**src/rtl/mcr_ioctl_pkg.sv**
```systemverilog
// Shared ioctl definitions for the MCR core's HPS upload/download helpers.
package mcr_ioctl_pkg;

  localparam int unsigned IOCTL_ADDR_W = 25;

  localparam logic [7:0] IOCTL_IDX_ROM   = 8'd0;
  localparam logic [7:0] IOCTL_IDX_MOD   = 8'd1;
  localparam logic [7:0] IOCTL_IDX_NVRAM = 8'd4;
  localparam logic [7:0] IOCTL_IDX_DIP   = 8'd254;

  typedef enum logic [1:0] {
    IDLE,
    FETCH,
    DONE
  } upl_state_t;

  // True when the byte address lies inside a 2**addr_w byte region.
  function automatic logic addr_in_range(input logic [IOCTL_ADDR_W-1:0] addr,
                                         input int unsigned addr_w);
    return (addr >> addr_w) == '0;
  endfunction

endpackage

```
**src/rtl/nvram_uploader_if.sv**
```systemverilog
// hps_io upload-side ioctl bundle: hps_io is the master, the NVRAM responder the slave.
interface nvram_uploader_if import mcr_ioctl_pkg::*; ();

  logic                    ioctl_upload;
  logic                    ioctl_rd;
  logic [7:0]              ioctl_index;
  logic [IOCTL_ADDR_W-1:0] ioctl_addr;
  logic [7:0]              ioctl_din;
  logic                    ioctl_wait;

  modport master (
    output ioctl_upload,
    output ioctl_rd,
    output ioctl_index,
    output ioctl_addr,
    input  ioctl_din,
    input  ioctl_wait
  );

  modport slave (
    input  ioctl_upload,
    input  ioctl_rd,
    input  ioctl_index,
    input  ioctl_addr,
    output ioctl_din,
    output ioctl_wait
  );

endinterface

```
**src/rtl/nvram_dirty_tracker.sv**
```systemverilog
// Tracks CPU writes to NVRAM and clears the dirty flag once an upload that
// actually read NVRAM contents has finished.
module nvram_dirty_tracker (
  input  logic clk_sys,
  input  logic reset_n,
  input  logic sel,
  input  logic rd_done,
  input  logic cpu_we,
  output logic dirty
);

  logic sel_q;
  logic read_seen;
  logic sel_fall;

  assign sel_fall = sel_q & ~sel;

  always_ff @(posedge clk_sys) begin
    if (!reset_n) begin
      sel_q     <= 1'b0;
      read_seen <= 1'b0;
      dirty     <= 1'b0;
    end else begin
      sel_q     <= sel;
      // A read finishing on the very edge sel drops still counts for this upload.
      read_seen <= sel_fall ? 1'b0 : (read_seen | rd_done);
      if (cpu_we)
        dirty <= 1'b1;
      else if (sel_fall && (read_seen || rd_done))
        dirty <= 1'b0;
    end
  end

endmodule

```
**src/rtl/nvram_uploader.sv**
```systemverilog
// Serves NVRAM bytes to hps_io during an NVRAM save, stalling hps_io via
// ioctl_wait while the dpram read completes, and pausing the CPU meanwhile.
module nvram_uploader import mcr_ioctl_pkg::*; #(
  parameter int unsigned ADDR_W     = 8,
  parameter logic [7:0]  NV_INDEX   = IOCTL_IDX_NVRAM,
  parameter int unsigned RD_LATENCY = 1,
  parameter logic [7:0]  FILL       = 8'hFF
) (
  input  logic              clk_sys,
  input  logic              reset_n,
  nvram_uploader_if.slave   ioctl,
  output logic [ADDR_W-1:0] nv_addr,
  output logic              nv_rd,
  input  logic [7:0]        nv_q,
  input  logic              nv_cpu_we,
  output logic              cpu_hold,
  output logic              nv_dirty
);

  upl_state_t state;
  logic [1:0] cnt;
  logic       fill_pend;
  logic       sel;
  logic       rd_done;

  assign sel     = ioctl.ioctl_upload && (ioctl.ioctl_index == NV_INDEX);
  assign rd_done = (state == DONE) && !fill_pend;

  always_ff @(posedge clk_sys) begin
    if (!reset_n) begin
      state            <= IDLE;
      cnt              <= '0;
      fill_pend        <= 1'b0;
      nv_addr          <= '0;
      nv_rd            <= 1'b0;
      cpu_hold         <= 1'b0;
      ioctl.ioctl_din  <= '0;
      ioctl.ioctl_wait <= 1'b0;
    end else begin
      nv_rd    <= 1'b0;
      cpu_hold <= sel | (cpu_hold & (state != IDLE));
      case (state)
        IDLE: begin
          if (ioctl.ioctl_rd && sel) begin
            nv_addr          <= ioctl.ioctl_addr[ADDR_W-1:0];
            ioctl.ioctl_wait <= 1'b1;
            if (addr_in_range(ioctl.ioctl_addr, ADDR_W)) begin
              nv_rd     <= 1'b1;
              cnt       <= 2'(RD_LATENCY);
              fill_pend <= 1'b0;
              state     <= FETCH;
            end else begin
              fill_pend <= 1'b1;
              state     <= DONE;
            end
          end
        end
        // DONE samples nv_q, so FETCH leaves once RD_LATENCY cycles have elapsed.
        FETCH: begin
          cnt <= cnt - 2'd1;
          if (cnt == 2'd1)
            state <= DONE;
        end
        DONE: begin
          ioctl.ioctl_din  <= fill_pend ? FILL : nv_q;
          ioctl.ioctl_wait <= 1'b0;
          state            <= IDLE;
        end
        default: state <= IDLE;
      endcase
    end
  end

  nvram_dirty_tracker u_dirty (
    .clk_sys (clk_sys),
    .reset_n (reset_n),
    .sel     (sel),
    .rd_done (rd_done),
    .cpu_we  (nv_cpu_we),
    .dirty   (nv_dirty)
  );

  a_rd_in_fetch: assert property (@(posedge clk_sys) disable iff (!reset_n)
    nv_rd |-> (state == FETCH));

  a_wait_busy: assert property (@(posedge clk_sys) disable iff (!reset_n)
    ioctl.ioctl_wait |-> (state != IDLE));

endmodule

```
**src/flat_wrapper.sv**
```systemverilog
// flat-port wrapper written by rule: the top's interface ports become plain ports
module nvram_uploader_flat import mcr_ioctl_pkg::*;
#(
  parameter int unsigned ADDR_W     = 8,
  parameter logic [7:0]  NV_INDEX   = IOCTL_IDX_NVRAM,
  parameter int unsigned RD_LATENCY = 1,
  parameter logic [7:0]  FILL       = 8'hFF
)
  (clk_sys, reset_n, nv_addr, nv_rd, nv_q, nv_cpu_we, cpu_hold, nv_dirty, ioctl_ioctl_upload, ioctl_ioctl_rd, ioctl_ioctl_index, ioctl_ioctl_addr, ioctl_ioctl_din, ioctl_ioctl_wait);
  nvram_uploader_if ioctl_i ();
  input  logic clk_sys;
  input  logic reset_n;
  output logic [ADDR_W-1:0] nv_addr;
  output logic nv_rd;
  input  logic [7:0] nv_q;
  input  logic nv_cpu_we;
  output logic cpu_hold;
  output logic nv_dirty;
  input wire logic [$bits(ioctl_i.ioctl_upload)-1:0] ioctl_ioctl_upload;
  input wire logic [$bits(ioctl_i.ioctl_rd)-1:0] ioctl_ioctl_rd;
  input wire logic [$bits(ioctl_i.ioctl_index)-1:0] ioctl_ioctl_index;
  input wire logic [$bits(ioctl_i.ioctl_addr)-1:0] ioctl_ioctl_addr;
  output wire logic [$bits(ioctl_i.ioctl_din)-1:0] ioctl_ioctl_din;
  output wire logic [$bits(ioctl_i.ioctl_wait)-1:0] ioctl_ioctl_wait;
  assign ioctl_i.ioctl_upload = ioctl_ioctl_upload;
  assign ioctl_i.ioctl_rd = ioctl_ioctl_rd;
  assign ioctl_i.ioctl_index = ioctl_ioctl_index;
  assign ioctl_i.ioctl_addr = ioctl_ioctl_addr;
  assign ioctl_ioctl_din = ioctl_i.ioctl_din;
  assign ioctl_ioctl_wait = ioctl_i.ioctl_wait;
  nvram_uploader #(.ADDR_W(ADDR_W), .NV_INDEX(NV_INDEX), .RD_LATENCY(RD_LATENCY), .FILL(FILL)) u_core (.clk_sys(clk_sys), .reset_n(reset_n), .ioctl(ioctl_i), .nv_addr(nv_addr), .nv_rd(nv_rd), .nv_q(nv_q), .nv_cpu_we(nv_cpu_we), .cpu_hold(cpu_hold), .nv_dirty(nv_dirty));
endmodule
```
**config.mk**
```make
export PLATFORM = sky130hd
export DESIGN_NAME = nvram_uploader_flat
export DESIGN_NICKNAME = d
export VERILOG_FILES = /design/src/rtl/mcr_ioctl_pkg.sv /design/src/rtl/nvram_uploader_if.sv /design/src/rtl/nvram_dirty_tracker.sv /design/src/rtl/nvram_uploader.sv /design/src/flat_wrapper.sv
export SDC_FILE = /design/constraint.sdc
export NUM_CORES = 1
export LEC_CHECK = 0
export ABC_AREA = 1
export BUFFER_PORTS_ARGS = -buffer_cell sky130_fd_sc_hd__buf_4
export CORE_MARGIN = 2
export CORE_UTILIZATION = 42
export CTS_CLUSTER_DIAMETER = 40
export DETAILED_ROUTE_END_ITERATION = 12
export PLACE_DENSITY = 0.87
export SLEW_MARGIN = 25
export SYNTH_ARGS = -nofsm -noshare
export SYNTH_HDL_FRONTEND = slang
export SYNTH_SLANG_ARGS = --single-unit
export TNS_END_PERCENT = 100
```
**constraint.sdc**
```tcl
create_clock -name clk_sys -period 3.5 [get_ports clk_sys]
set_clock_uncertainty 0.15 [all_clocks]
set_input_delay 0 -clock clk_sys [delete_from_list [all_inputs] [get_ports clk_sys]]
set_output_delay 0 -clock clk_sys [all_outputs]
set_load 0.01 [all_outputs]
```
==> metrics.md, run 1 <==
| Metric | Value |
|---|---|
| Reg2Reg Capture Point | u_core.nv_addr[2] |
| Clk sinks | 27 |
| Post-Synth Simple-Gate Area | 29.2% |
| Number of global-route vias before repair | 1391 |
| Top-count cell post-synth | nand2_1 |
| First-iteration detailed-routing DRC count | 29 |
| Power density cells | 253 nW/um^2 |
| Fillers | 126 |
| Clock latency on the worst-skew pair | 320 ps |
| Final setup TNS | 0 ps |
| Commonest cells in the netlist | 35 x nand2_1, 27 x dfxtp_1, 27 x nor2_1 |
| CTS H-Tree Depth | 1 |
| Worst Tran Pin Value | 470 ps |
| Critical Path RT | 3580 ps |
| Hold Slack | -4.96 ps |
| Post-synthesis sequential area ratio | 48.1% |
| Number of synthesized register bits | 27 |
| Hold depth | 7 |
| Critical path class | in -> reg |
| CP max stage cell | dlygate4sd3_1 |
| Clock period minus worst slack | 3190 ps |
| Setup violations, final | 0 |
| Achievable clock frequency | 314 MHz |
| Type of origin of the critical path | input port |
| Top cells by area, synth | dfxtp_1 48%, nand2_1 12%, a21oi_1 10% |
| Layout cells sized above 1 | 30.1% |
| Worst setup EP type | register |
| Fin. Hold Viols | 1 |
| Xor/xnor share of the synthesized area | 0% |
| Post-DRT Antenna Nets | 0 |
| Worst-path cell chain | dlygate4sd3_1, buf_4, nor2_2, dlygate4sd3_1, nand3_2, dlygate4sd3_1, nor2_4, dlygate4sd3_1, nand3_1, nand2_1, nand3_1, nand2_1, nor2_1 |
| CP top delay family | buffers and inverters |
| Leak Pwr | 0.000938 uW |
| Status | complete, but fails checks |
| HP Start | ioctl_ioctl_addr[16] |
| Post-DP HPWL | 1.92 mm |
| RSZ-0062 raised after global routing | false |
| Die width | 55.7 um |
| Syn-to-layout area delta | 85.4% |
| Synth top area share | 48.1% |
| Synth Net Count | 198 |
| First-pass GRT wire length | 6.02 mm |
| Largest net degree at the start of global routing | 16 |
| Max-cap violations | 0 |
| Relative slew slack | 68.6% |
| Post-CTS Repair Setup Buffers | 0 |
| DRT Pass-1 Iters | 4 |
| Worst-case reg-to-reg path depth | 6 |
| Routed vias/inst | 4.93 |
| Syn avg cell area | 7.44 um^2 |
| Failing checks | negative hold slack |
| VDD IR-drop max | 203 uV |
| Tcrit/Tclk final | 91.0% |
| Adder-cell share of the synthesized area | 1.11% |
| Drt drc | 0 |
| Largest family of logic cells by synthesized area | simple AND/OR/NAND/NOR gates |
| Flop-to-flop setup slack | 1350 ps |
| Compound-Gate Fraction of Synth Area | 15.4% |
| Antenna violations before repair | 0 |
| Max Transition Viols Final | 0 |
| Root buffer cell | clkbuf_4 |
| Final core occ | 83.3% |
| Yosys top cell by area | dfxtp_1 |
| Avg WL per Cell | 12.3 um |
| Placer Congestion | 0.743 |
| Post-Syn Area | 1120 um^2 |
| Total gr overflow | 0 |
| FFs w/ async S/R, synth | 0% |
| YS warnings | 0 |
| Hold Crit Endpoint | u_core.fill_pend |
| Total CTS buffers | 3 |
| TritonCTS clock tree | built |
| Core Region | 2500 um^2 |
| Synth Instances | 151 |
| Final nets | 307 |
| DIE HEIGHT | 55.7 um |
| WP data arrival | 3270 ps |
| IO Port Bufs | 65 |
| Initial Utilization | 44.9% |
| Crit Path Max Fanout | 4 |
| Critical path's most frequent cell | dlygate4sd3_1 |
| DR vias | 1424 |
| EDFF count, synth | 0 |
| Clock Path Buffers | 2 |
| Area of the multi-input gates | 513 um^2 |
| Register area | 541 um^2 |
| Die Area | 3100 um^2 |
| Gr usage total | 23.9% |
| Worst min path class | in -> reg |
| Yosys cell types | 21 |
| # rows | 18 |
| Top Ports | 66 |
| Buf/Inv on CP | 5 |
| Critical R2R Launch | u_core.state[1] |
| Delay of the slowest cell on the worst path | 630 ps |
| Final wirelength | 3.57 mm |
| Clock-pin slew on the worst setup and hold paths | 140 ps |
| Top_reg_cell synth | dfxtp_1 |
| Antenna diodes | 0 |
| Post-synthesis mux area share | 0% |
[per-stage QoR]
step	hold slack [ps]	setup slack, ps	instances	cell area, um^2	power [uW]
after floorplan	-32.6	2290	151	1120	328
after global placement	60.5	2050	242	1630	369
after detailed placement	83.8	2020	242	1630	370
after CTS	0.654	472	289	2080	523
after global routing	40.0	207	289	2080	546
final	-4.96	315	289	2080	527
[how the worst max path moves through the flow]
| stage | cells after the start | from | slack (ps) | end |
|---|---|---|---|---|
| finish | 13 | ioctl_ioctl_index[3] | 310 | u_core.cnt[1] |
| global placement | 5 | u_core.state[1] | 2050 | u_core.nv_addr[2] |
| CTS | 13 | ioctl_ioctl_index[3] | 470 | u_core.cnt[1] |
| global route | 13 | ioctl_ioctl_index[3] | 210 | u_core.cnt[1] |
| detailed placement | 5 | u_core.state[1] | 2020 | u_core.nv_addr[6] |
| floorplan | 7 | u_core.state[1] | 2290 | u_core.cnt[1] |
[layout by cell type, fill, tap and decap left out]
cell,instances
buf_4,65
dlygate4sd3_1,43
nand2_1,35
nor2_1,27
dfxtp_1,27
a21oi_1,23
inv_1,10
o21ai_0,9
clkbuf_4,3
nor2_2,2
nand3_2,2
nand3_1,2
or2_1,2
clkinv_2,2
inv_2,1
nor2_4,1
nor3_1,1
nor4_1,1
nand3_4,1
o31ai_2,1
ha_1,1
[worst register-to-register path, delay by kind of cell, from the launching register on]
family	cells	cell delay, ps
buffers and inverters	2	760
and+or+nand+nor	3	470
AOI/OAI and AO/OA	1	60
DFF	1	600
[metal layers]
layer	track usage [%]	wire length, um	up-vias
met3	3.95	234	6
met4	6.62	53	0
li1	-	-	700
met2	45.4	1910	61
met1	27.0	1370	657
met5	0	0	-
[where the power goes]
group	total [uW]	switching (uW)	internal [uW]
logic	84.6	24.7	59.9
clock network	133	90.7	42.8
registers	309	0.626	308
[cell type report]
class | instances | share of cell area, %
tap | 30 | 1.80
clock buffer | 3 | 1.08
clock inverter | 1 | 0.240
sequential | 27 | 25.9
timing repair buffer | 108 | 44.1
inverter | 12 | 2.22
multi-input combinational | 108 | 24.6
[state kept, by name, indices dropped and copies added, names as in the netlist]
register / cells
u_core.fill_pend: 1
u_core.ioctl.ioctl_wait: 1
u_core.nv_addr: 8
u_core.nv_rd: 1
u_core.u_dirty.read_seen: 1
u_core.state: 2
u_core.u_dirty.dirty: 1
u_core.u_dirty.sel_q: 1
u_core.ioctl.ioctl_din: 8
u_core.cnt: 2
u_core.cpu_hold: 1
[repair_timing]
item	CTS	global route
endpoints found under the hold margin	27	0
hold buffers	43	0
resized for setup	0	0
[cells by family after synthesis]
family / count (synthesis)
compound gates: 33
fa+ha+maj: 1
buf+inv: 16
flops: 27
simple gates: 74
No activity file was read; power rests on OpenSTA's default activity.
==> inputs of run 2 (changes only) <==
CELL_PAD_IN_SITES_DETAIL_PLACEMENT = 0   (was not set)
CELL_PAD_IN_SITES_GLOBAL_PLACEMENT = 1   (was not set)
CORE_UTILIZATION = 30   (was 42)
PLACE_DENSITY = 0.9   (was 0.87)
==> run 2 against run 1 <==
The run now ends clean. Sequential cell count stayed put. First-iteration DRC count rose by 130%. Die area is 37% higher. Critical path depth fell by 6. Critical endpoint is now u_core.nv_rd. Largest power group unchanged. Global-route usage shrank 8.8 points. Non-clock buffer count decreased by 10. Hold slack improved by 34 ps. Count of clock-buffer cells in the layout unchanged. Design area down 2.8%. Combinational power down 3.9%. Via count decreased by 8.2%.
==> metrics.md, run 2 (synthesis results as in run 1) <==
| Metric | Value |
|---|---|
| Commonest non-fill, non-tap cell in the layout | buf_4 |
| Worst setup EP type | register |
| Critical path class | in -> reg |
| Fillers | 366 |
| WP data arrival | 2370 ps |
| Total gr overflow | 0 |
| Initial Utilization | 30.9% |
| Antenna violations before repair | 0 |
| Placed cell count | 260 |
| Max Transition Viols Final | 0 |
| VDD IR-drop max | 131 uV |
| Achievable clock frequency | 424 MHz |
| Final setup TNS | 0 ps |
| Most frequent cells in the layout | 65 x buf_4, 35 x nand2_1, 33 x dlygate4sd3_1 |
| First-pass GRT wire length | 5.09 mm |
| Max-cap violations | 0 |
| DIE HEIGHT | 65.2 um |
| Clock period minus worst slack | 2360 ps |
| Tcrit/Tclk final | 67.3% |
| Type of origin of the critical path | input port |
| First-iteration detailed-routing DRC count | 67 |
| Fin. Hold Viols | 0 |
| DRT Pass-1 Iters | 4 |
| TritonCTS clock tree | built |
| Clock Path Buffers | 2 |
| DR vias | 1307 |
| Placed Instance Area | 1650 um^2 |
| Syn-to-layout area delta | 80.2% |
| Relative slew slack | 66.9% |
| Power density cells | 276 nW/um^2 |
| Post-CTS Repair Setup Buffers | 0 |
| IO Port Bufs | 65 |
| Delay of the slowest cell on the worst path | 610 ps |
| Routed vias/inst | 4.40 |
| Layout cells sized above 1 | 31.3% |
| Setup violations, final | 0 |
| Post-DP HPWL | 2.01 mm |
| Leak Pwr | 0.000880 uW |
| Critical Path RT | 3510 ps |
| Worst Tran Pin Value | 496 ps |
| Avg WL per Cell | 10.2 um |
| Antenna diodes | 0 |
| RSZ-0062 raised after global routing | false |
| Crit Path Max Fanout | 3 |
| Flop-to-flop setup slack | 1510 ps |
| CTS H-Tree Depth | 1 |
| Clk sinks | 27 |
| Final non-filler cell total | 297 |
| Placer Congestion | 0.744 |
| Die Area | 4250 um^2 |
| Worst min path class | in -> reg |
| Worst-path cell chain | dlygate4sd3_1, buf_4, nor3_1, dlygate4sd3_1, nand3_2, dlygate4sd3_1, nor4_1 |
| Critical path's most frequent cell | dlygate4sd3_1 |
| Root buffer cell | clkbuf_8 |
| Largest net degree at the start of global routing | 16 |
| Drt drc | 0 |
| Clock latency on the worst-skew pair | 270 ps |
| CP max stage cell | dlygate4sd3_1 |
| Hold Slack | 28.8 ps |
| Gr usage total | 15.1% |
| Final nets | 297 |
| Clock-pin slew on the worst setup and hold paths | 90 ps |
| Largest registers | u_core.ioctl.ioctl_din: 8 flops, u_core.nv_addr: 8 flops |
| Core Region | 3630 um^2 |
| Total CTS buffers | 3 |
| # rows | 22 |
| Post-DRT Antenna Nets | 0 |
| Number of global-route vias before repair | 1248 |
| Top Ports | 66 |
| Final instance area | 2020 um^2 |
| Die width | 65.2 um |
| Status | finished, final reports clean |
| Final wirelength | 3.02 mm |
run 2: area by class of cell:
type                       instances  area (um^2)  share of cell area, %
timing repair buffer              98          818                   40.4
sequential                        27          541                   26.7
multi-input combinational        108          513                   25.3
tap                               48         60.1                   2.97
inverter                          12         46.3                   2.29
clock buffer                       3         41.3                   2.04
clock inverter                     1         5.00                  0.247
run 2: worst paths after layout:
kind	depth (start not counted)	endpoint	start
worst max register to register	6	u_core.ioctl.ioctl_din[0]	u_core.state[1]
worst max-delay path	7	u_core.nv_rd	ioctl_ioctl_addr[24]
worst min-delay path	7	u_core.fill_pend	ioctl_ioctl_addr[16]
worst min register to register	2	u_core.cpu_hold	u_core.cpu_hold
run 2: critical path, delay by kind of cell:
| kind | cells | cell delay, ps |
|---|---|---|
| buf+inv | 4 | 1860 |
| simple gates | 3 | 510 |
run 2: repair_timing:
item	in CTS	in global routing
hold buffers	33	0
endpoints found under the hold margin	27	0
resized for setup	0	0
run 2: where the power goes:
| group | leakage [uW] | total [uW] | switching (uW) | internal, uW |
|---|---|---|---|---|
| clock | 0.0000255 | 170 | 90.2 | 79.6 |
| sequential | 0.000218 | 308 | 0.458 | 308 |
| combinational | 0.000637 | 81.3 | 23.0 | 58.3 |
run 2: stage by stage:
step                      total power, uW  setup slack, ps  utilization [%]
final                                 559             1140             55.7
after global routing                  586              963             55.7
after CTS                             568             1110             55.7
after detailed placement              371             1990             45.4
after global placement                370             2040             45.4
after floorplan                       328             2290                -
run 2: routing by layer:
metal  part of all wire, %  wire length, um  up-vias  global-route usage, %
met5                     0                0        -                      0
li1                      -                -      676                      -
met4                   1.3               38        0                   6.25
met3                   7.8              234        4                   2.40
met1                    42             1270      575                   17.6
met2                    49             1470       52                   27.2
